File: src/rtl/brq_pkg.sv
// Shared types and constants for the branch resolve queue.
package brq_pkg;

  localparam int unsigned   DEPTH_DEF = 8;
  localparam int unsigned   TAG_W_DEF = 3;
  localparam logic [31:0]   PC_STEP   = 32'd4;

  typedef struct packed {
    logic        valid;
    logic        resolved;
    logic [31:0] pc;
    logic        pred_taken;
    logic [31:0] pred_target;
    logic        act_taken;
    logic [31:0] act_target;
  } brq_entry_t;

endpackage

File: src/rtl/branch_resolve_queue_if.sv
// Dispatch / execute / predictor-facing signal bundle for branch_resolve_queue.
interface branch_resolve_queue_if #(
  parameter int unsigned TAG_W = 3
);
  logic             alloc_valid;
  logic             alloc_ready;
  logic [31:0]      alloc_pc;
  logic             alloc_pred_taken;
  logic [31:0]      alloc_pred_target;
  logic [TAG_W-1:0] alloc_tag;
  logic             res_valid;
  logic [TAG_W-1:0] res_tag;
  logic             res_taken;
  logic [31:0]      res_target;
  logic             commit_en;
  logic             flush;
  logic             branch_commit;
  logic [31:0]      pc_head;
  logic             direct_resolved;
  logic [31:0]      pc_resolved;
  logic             direct_mispredict;
  logic             redirect_valid;
  logic [31:0]      redirect_pc;
  logic [TAG_W:0]   occupancy;

  modport master (
    output alloc_valid, alloc_pc, alloc_pred_taken, alloc_pred_target,
           res_valid, res_tag, res_taken, res_target, commit_en, flush,
    input  alloc_ready, alloc_tag, branch_commit, pc_head, direct_resolved,
           pc_resolved, direct_mispredict, redirect_valid, redirect_pc, occupancy
  );

  modport slave (
    input  alloc_valid, alloc_pc, alloc_pred_taken, alloc_pred_target,
           res_valid, res_tag, res_taken, res_target, commit_en, flush,
    output alloc_ready, alloc_tag, branch_commit, pc_head, direct_resolved,
           pc_resolved, direct_mispredict, redirect_valid, redirect_pc, occupancy
  );
endinterface

File: src/rtl/brq_mispredict_chk.sv
// Compares a branch prediction against its resolution; yields mispredict and next PC.
module brq_mispredict_chk
  import brq_pkg::*;
(
  input  logic [31:0] i_pc,
  input  logic        i_pred_taken,
  input  logic [31:0] i_pred_target,
  input  logic        i_act_taken,
  input  logic [31:0] i_act_target,
  output logic        o_mis,
  output logic [31:0] o_next_pc
);
  always_comb begin
    o_mis     = (i_pred_taken != i_act_taken) ||
                (i_act_taken && (i_pred_target != i_act_target));
    o_next_pc = i_act_taken ? i_act_target : (i_pc + PC_STEP);
  end
endmodule

File: src/rtl/branch_resolve_queue.sv
// In-order tracker of predicted branches: out-of-order resolve, in-order retire, squash on mispredict.
// Optional macro BRQ_RES_BYPASS_EN lets a same-cycle resolution of the head retire immediately.
module branch_resolve_queue
  import brq_pkg::*;
#(
  parameter int unsigned DEPTH = DEPTH_DEF,
  parameter int unsigned TAG_W = TAG_W_DEF
)(
  input  logic                  clk,
  input  logic                  rst,
  branch_resolve_queue_if.slave bus
);
  localparam logic [TAG_W:0] PTR_ONE = {{TAG_W{1'b0}}, 1'b1};

  brq_entry_t       r_ent [DEPTH];
  logic [TAG_W:0]   r_head, r_tail;

  logic [TAG_W-1:0] w_head_idx, w_tail_idx;
  logic             w_full, w_head_ok, w_mis, w_squash, w_alloc;
  logic             w_act_taken;
  logic [31:0]      w_act_target, w_next_pc;
  brq_entry_t       w_hd;

  assign w_head_idx = r_head[TAG_W-1:0];
  assign w_tail_idx = r_tail[TAG_W-1:0];
  assign w_full     = (r_head[TAG_W] != r_tail[TAG_W]) && (w_head_idx == w_tail_idx);
  assign w_hd       = r_ent[w_head_idx];

`ifdef BRQ_RES_BYPASS_EN
  logic w_byp;
  assign w_byp        = bus.res_valid && (bus.res_tag == w_head_idx) && w_hd.valid && bus.commit_en;
  assign w_act_taken  = w_byp ? bus.res_taken  : w_hd.act_taken;
  assign w_act_target = w_byp ? bus.res_target : w_hd.act_target;
  assign w_head_ok    = (w_hd.valid && w_hd.resolved && bus.commit_en) || w_byp;
`else
  assign w_act_taken  = w_hd.act_taken;
  assign w_act_target = w_hd.act_target;
  assign w_head_ok    = w_hd.valid && w_hd.resolved && bus.commit_en;
`endif

  brq_mispredict_chk u_chk (
    .i_pc          (w_hd.pc),
    .i_pred_taken  (w_hd.pred_taken),
    .i_pred_target (w_hd.pred_target),
    .i_act_taken   (w_act_taken),
    .i_act_target  (w_act_target),
    .o_mis         (w_mis),
    .o_next_pc     (w_next_pc)
  );

  assign w_squash        = w_head_ok && w_mis;
  assign bus.alloc_ready = !w_full && !w_squash && !bus.flush;
  assign bus.alloc_tag   = w_tail_idx;
  assign bus.occupancy   = r_tail - r_head;
  assign w_alloc         = bus.alloc_valid && bus.alloc_ready;

  always_ff @(posedge clk) begin
    if (rst) begin
      for (int unsigned i = 0; i < DEPTH; i++) begin
        r_ent[i[TAG_W-1:0]].valid    <= 1'b0;
        r_ent[i[TAG_W-1:0]].resolved <= 1'b0;
      end
      r_head                <= '0;
      r_tail                <= '0;
      bus.branch_commit     <= 1'b0;
      bus.pc_head           <= '0;
      bus.direct_resolved   <= 1'b0;
      bus.pc_resolved       <= '0;
      bus.direct_mispredict <= 1'b0;
      bus.redirect_valid    <= 1'b0;
      bus.redirect_pc       <= '0;
    end else begin
      bus.branch_commit  <= 1'b0;
      bus.redirect_valid <= 1'b0;
      if (bus.flush) begin
        for (int unsigned i = 0; i < DEPTH; i++) r_ent[i[TAG_W-1:0]].valid <= 1'b0;
        r_tail <= r_head;
      end else begin
        // Resolve first so that a retiring head's invalidation below takes precedence.
        if (!w_squash && bus.res_valid && r_ent[bus.res_tag].valid) begin
          r_ent[bus.res_tag].resolved   <= 1'b1;
          r_ent[bus.res_tag].act_taken  <= bus.res_taken;
          r_ent[bus.res_tag].act_target <= bus.res_target;
        end
        if (w_head_ok) begin
          bus.branch_commit     <= 1'b1;
          bus.pc_head           <= w_hd.pc;
          bus.direct_resolved   <= w_act_taken;
          bus.pc_resolved       <= w_next_pc;
          bus.direct_mispredict <= w_mis;
          r_ent[w_head_idx].valid <= 1'b0;
          r_head                  <= r_head + PTR_ONE;
        end
        if (w_squash) begin
          for (int unsigned i = 0; i < DEPTH; i++) r_ent[i[TAG_W-1:0]].valid <= 1'b0;
          r_tail             <= r_head + PTR_ONE;
          bus.redirect_valid <= 1'b1;
          bus.redirect_pc    <= w_next_pc;
        end else if (w_alloc) begin
          r_ent[w_tail_idx] <= '{valid: 1'b1, resolved: 1'b0, pc: bus.alloc_pc,
                                 pred_taken: bus.alloc_pred_taken,
                                 pred_target: bus.alloc_pred_target,
                                 act_taken: 1'b0, act_target: '0};
          r_tail <= r_tail + PTR_ONE;
        end
      end
    end
  end
endmodule

File: src/flat_wrapper.sv
// flat-port wrapper written by rule: the top's interface ports become plain ports
module branch_resolve_queue_flat import brq_pkg::*;
#(
  parameter int unsigned DEPTH = DEPTH_DEF,
  parameter int unsigned TAG_W = TAG_W_DEF
)
  (clk, rst, bus_alloc_valid, bus_alloc_pc, bus_alloc_pred_taken, bus_alloc_pred_target, bus_res_valid, bus_res_tag, bus_res_taken, bus_res_target, bus_commit_en, bus_flush, bus_alloc_ready, bus_alloc_tag, bus_branch_commit, bus_pc_head, bus_direct_resolved, bus_pc_resolved, bus_direct_mispredict, bus_redirect_valid, bus_redirect_pc, bus_occupancy);
  branch_resolve_queue_if #(.TAG_W(TAG_W)) bus_i ();
  input  logic clk;
  input  logic rst;
  input wire logic [$bits(bus_i.alloc_valid)-1:0] bus_alloc_valid;
  input wire logic [$bits(bus_i.alloc_pc)-1:0] bus_alloc_pc;
  input wire logic [$bits(bus_i.alloc_pred_taken)-1:0] bus_alloc_pred_taken;
  input wire logic [$bits(bus_i.alloc_pred_target)-1:0] bus_alloc_pred_target;
  input wire logic [$bits(bus_i.res_valid)-1:0] bus_res_valid;
  input wire logic [$bits(bus_i.res_tag)-1:0] bus_res_tag;
  input wire logic [$bits(bus_i.res_taken)-1:0] bus_res_taken;
  input wire logic [$bits(bus_i.res_target)-1:0] bus_res_target;
  input wire logic [$bits(bus_i.commit_en)-1:0] bus_commit_en;
  input wire logic [$bits(bus_i.flush)-1:0] bus_flush;
  output wire logic [$bits(bus_i.alloc_ready)-1:0] bus_alloc_ready;
  output wire logic [$bits(bus_i.alloc_tag)-1:0] bus_alloc_tag;
  output wire logic [$bits(bus_i.branch_commit)-1:0] bus_branch_commit;
  output wire logic [$bits(bus_i.pc_head)-1:0] bus_pc_head;
  output wire logic [$bits(bus_i.direct_resolved)-1:0] bus_direct_resolved;
  output wire logic [$bits(bus_i.pc_resolved)-1:0] bus_pc_resolved;
  output wire logic [$bits(bus_i.direct_mispredict)-1:0] bus_direct_mispredict;
  output wire logic [$bits(bus_i.redirect_valid)-1:0] bus_redirect_valid;
  output wire logic [$bits(bus_i.redirect_pc)-1:0] bus_redirect_pc;
  output wire logic [$bits(bus_i.occupancy)-1:0] bus_occupancy;
  assign bus_i.alloc_valid = bus_alloc_valid;
  assign bus_i.alloc_pc = bus_alloc_pc;
  assign bus_i.alloc_pred_taken = bus_alloc_pred_taken;
  assign bus_i.alloc_pred_target = bus_alloc_pred_target;
  assign bus_i.res_valid = bus_res_valid;
  assign bus_i.res_tag = bus_res_tag;
  assign bus_i.res_taken = bus_res_taken;
  assign bus_i.res_target = bus_res_target;
  assign bus_i.commit_en = bus_commit_en;
  assign bus_i.flush = bus_flush;
  assign bus_alloc_ready = bus_i.alloc_ready;
  assign bus_alloc_tag = bus_i.alloc_tag;
  assign bus_branch_commit = bus_i.branch_commit;
  assign bus_pc_head = bus_i.pc_head;
  assign bus_direct_resolved = bus_i.direct_resolved;
  assign bus_pc_resolved = bus_i.pc_resolved;
  assign bus_direct_mispredict = bus_i.direct_mispredict;
  assign bus_redirect_valid = bus_i.redirect_valid;
  assign bus_redirect_pc = bus_i.redirect_pc;
  assign bus_occupancy = bus_i.occupancy;
  branch_resolve_queue #(.DEPTH(DEPTH), .TAG_W(TAG_W)) u_core (.clk(clk), .rst(rst), .bus(bus_i));
endmodule
File: config.mk
export PLATFORM = sky130hd
export DESIGN_NAME = branch_resolve_queue_flat
export DESIGN_NICKNAME = d
export VERILOG_FILES = /design/src/rtl/brq_pkg.sv /design/src/rtl/branch_resolve_queue_if.sv /design/src/rtl/brq_mispredict_chk.sv /design/src/rtl/branch_resolve_queue.sv /design/src/flat_wrapper.sv
export SDC_FILE = /design/constraint.sdc
export NUM_CORES = 2
export LEC_CHECK = 0
export CORE_AREA = 2 2 295 355
export DETAILED_ROUTE_END_ITERATION = 6
export DIE_AREA = 0 0 297 357
export MAX_ROUTING_LAYER = met4
export PLACE_DENSITY_LB_ADDON = 0.25
export SETUP_SLACK_MARGIN = 0.3
export SLEW_MARGIN = 10
export SYNTH_ARGS = -nofsm -noshare
export SYNTH_HDL_FRONTEND = slang
export SYNTH_SLANG_ARGS = --single-unit
File: constraint.sdc
create_clock -name clk -period 5.1 [get_ports clk]
set_clock_uncertainty 0.15 [all_clocks]
set_input_delay 1.02 -clock clk [delete_from_list [all_inputs] [get_ports clk]]
set_output_delay 1.02 -clock clk [all_outputs]
set_load 0.01 [all_outputs]
==> results.sh <==
export IMPL_status="completed"
export IMPL_grt_pass1_vias=24500
export IMPL_finalSetupViolations=0
export IMPL_grt_max_degree=91
export IMPL_worst_pin_slew_ps=1120
export IMPL_yosys_warnings=0
export IMPL_leakage_nw=19.0
export IMPL_drt_total_wl_microns=113000
export IMPL_initial_core_util=0.398
export IMPL_cts_buffer_depth=3
export IMPL_maxCapViolCount=0
export IMPL_cts_tree="done"
export IMPL_synth_top_area_frac=0.382
export IMPL_hold_viol_final=0
export IMPL_clk_latency_ps=660
export IMPL_critical_path_arrival_ps=3580
export IMPL_fp_row_count=129
export IMPL_hold_buffers=0
export IMPL_drtIter0Drc=1959
export IMPL_finalCriticalPeriod_ps=4750
export IMPL_r2r_slack_ps=450
export IMPL_ys_top_cells_by_count="and2_1 (521), edfxtp_1 (520), nor2_1 (401)"
export IMPL_grt_overflow=0
export IMPL_fill_cells=9061
export IMPL_grt_antenna_before_repair=14
export IMPL_rr_worst_depth=12
export IMPL_ys_seq_area_frac=0.574
export IMPL_setup_tns_ps=0
export IMPL_ctsHtreeMaxLevel=3
export IMPL_placed_cells=4582
export IMPL_drive_above_1_share=0.162
export IMPL_reg2reg_to="u_core.r_ent[3][87]$_DFFE_PP_"
export IMPL_peakVddDrop_mv=0.267
export IMPL_syn_area_sq_mm=0.0408
export IMPL_register_area_sq_mm=0.0235
export IMPL_critPathKind="flop to output port"
export IMPL_hold_path_class="flop to flop"
export IMPL_instances_no_fill=4784
export IMPL_die_w_microns=297
export IMPL_clk_transition_reported_paths_ps=60
export IMPL_avgSynthCellArea_sq_um=13.1
export IMPL_startpoint_type="flop"
export IMPL_power_density_mw_per_mm2=323
export IMPL_crit_required_ps=3930
export IMPL_ys_top_cells_by_area="edfxtp_1 (38%), dfxtp_1 (19%), mux4_2 (11%)"
export IMPL_nets=3441
export IMPL_synth_area_leader_cell="edfxtp_1"
export IMPL_slew_headroom=0.251
export IMPL_clock_fmax_mhz=211
export IMPL_cts_buffers=91
export IMPL_cp_end_kind="output port"
export IMPL_multi_input_area_sq_mm=0.0162
export IMPL_post_route_period_util=0.931
export IMPL_dp_hpwl_microns=75600
export IMPL_wire_per_inst_microns=23.6
export IMPL_synth_seq_cells=911
export IMPL_placed_cell_area_sq_mm=0.0451
export IMPL_grt_first_pass_wirelength_microns=168000
export IMPL_grtUsageTotal=0.218
export IMPL_vias_per_cell=5.16
export IMPL_ant_nets=0
export IMPL_worstHoldEndpoint="u_core.bus.pc_resolved[19]$_SDFFE_PP0P_"
export IMPL_synth_edf_count=520
export IMPL_die_area_sq_mm=0.106
export IMPL_power_total_mw=15.7
export IMPL_drc=0
export IMPL_core_sq_mm=0.103
export IMPL_syn_nets=3238
export IMPL_yosysUniqueCellTypes=58
export IMPL_dr_pass1_iters=7
export IMPL_rsz0062_at_grt="true"
export IMPL_synth_main_ff_cell="edfxtp_1"
export IMPL_io_buffer_count=214
export IMPL_worstPathMaxFanout=7
export IMPL_io_pins=215
export IMPL_post_route_cell_area_sq_mm=0.0486
export IMPL_synth_most_common_cell="and2_1"
export IMPL_min_delay_start="u_core.bus.pc_resolved[19]$_SDFFE_PP0P_"
export IMPL_async_flop_share=0
export IMPL_area_growth_pct=19.0
export IMPL_clock_sinks=911
export IMPL_num_vias=24700
export IMPL_synthCells=3119
export IMPL_slew_viol_final=0
export IMPL_place_congestion=0.811
export IMPL_cts_root_buf="clkbuf_16"
export IMPL_die_y_microns=357
export IMPL_min_path_cells=2
## cells by family (layout without fill, tap and decap cells)
group,Yosys count,after routing,share of synthesized area
XOR/XNOR,88,88,0.0189
AND/OR/NAND/NOR,1120,1120,0.143
buffers and inverters,274,552,0.0352
flip-flops,911,911,0.574
multiplexers,584,584,0.204
adder cells (fa/ha/maj),12,12,0.00386
AO/OA/AOI/OAI,130,130,0.0207
other,0,12,0
## metal layers
metal	global-route usage	vias to the layer above	routed length, microns
li1	-	11600	-
met2	0.361	600	55300
met3	0.0324	121	5360
met4	0.0477	0	1940
met5	-	-	0
met1	0.285	12400	50300
## critical path, cell delays in order, from the launching register on
cell and delay (ps):
dfxtp_4 430, buf_16 180, buf_12 130, buf_8 110, mux4_2 540, xnor2_1 180
mux2i_1 120, nor4_2 400, nand4_1 210, o21ai_4 270, o211a_1 230, buf_6 120
## state kept, by name (all words and copies together) (netlist names), named ones only
signal                        count
u_core.r_ent                    800
u_core.r_tail                     4
u_core.bus.branch_commit          1
u_core.bus.pc_head               32
u_core.bus.direct_mispredict      1
u_core.bus.pc_resolved           32
u_core.bus.redirect_valid         1
u_core.r_head                     4
u_core.bus.direct_resolved        1
u_core.bus.redirect_pc           32
## worst max-delay path by stage
stage | start | to | cells past startpoint
6_report | flop | bus_alloc_ready | 11
5_1_grt | flop | bus_alloc_ready | 12
4_1_cts | flop | bus_alloc_ready | 9
3_5_place_dp | flop | u_core.r_ent[3][93]$_DFFE_PP_ | 12
3_3_place_gp | flop | bus_alloc_ready | 9
2_1_floorplan | flop | u_core.r_ent[3][33]$_DFFE_PP_ | 13
## final cells by class
type	instances	share of cell area
Sequential cell	911	0.483
Multi-Input combinational cell	1934	0.333
Timing Repair Buffer	368	0.0831
Clock buffer	126	0.0535
Tap cell	1375	0.0354
Clock inverter	42	0.00974
Inverter	16	0.00124
Antenna cell	12	0.000618
## power breakdown
part	switching [mW]	internal (mW)	total [mW]	leakage, nW
clock	2.89	4.07	6.96	1.52
combinational	0.449	0.344	0.794	9.38
sequential	0.0833	7.87	7.96	8.06
## through the flow
step | hold slack [ps] | utilization | setup slack [ps]
final | 305 | 0.473 | 353
after global routing | 319 | 0.473 | 219
after CTS | 305 | 0.472 | 253
after detailed placement | 298 | 0.439 | 286
after global placement | 294 | 0.439 | 219
after floorplan | 286 | - | 818
## placed cells by master (no fill, tap or decap), types with 44 or more instances in the layout
| cell type | netlist | routed |
|---|---|---|
| and2_1 | 521 | 521 |
| buf_12 | 3 | 49 |
| buf_4 | 33 | 96 |
| clkbuf_16 | 0 | 96 |
| clkdlybuf4s50_1 | 0 | 212 |
| dfxtp_1 | 391 | 388 |
| edfxtp_1 | 520 | 520 |
| mux2i_1 | 375 | 370 |
| mux4_2 | 197 | 197 |
| nand2_1 | 62 | 62 |
| nor2_1 | 401 | 400 |
| xnor2_1 | 44 | 44 |
| xor2_1 | 44 | 44 |
## timing repair
item,in CTS,in global routing
setup buffers,18,2
endpoints found under the setup margin,19,202
gates resized for setup,21,7
gates cloned,2,0
pin swaps,8,5
Note: power is estimated with default switching activity, not from simulation.
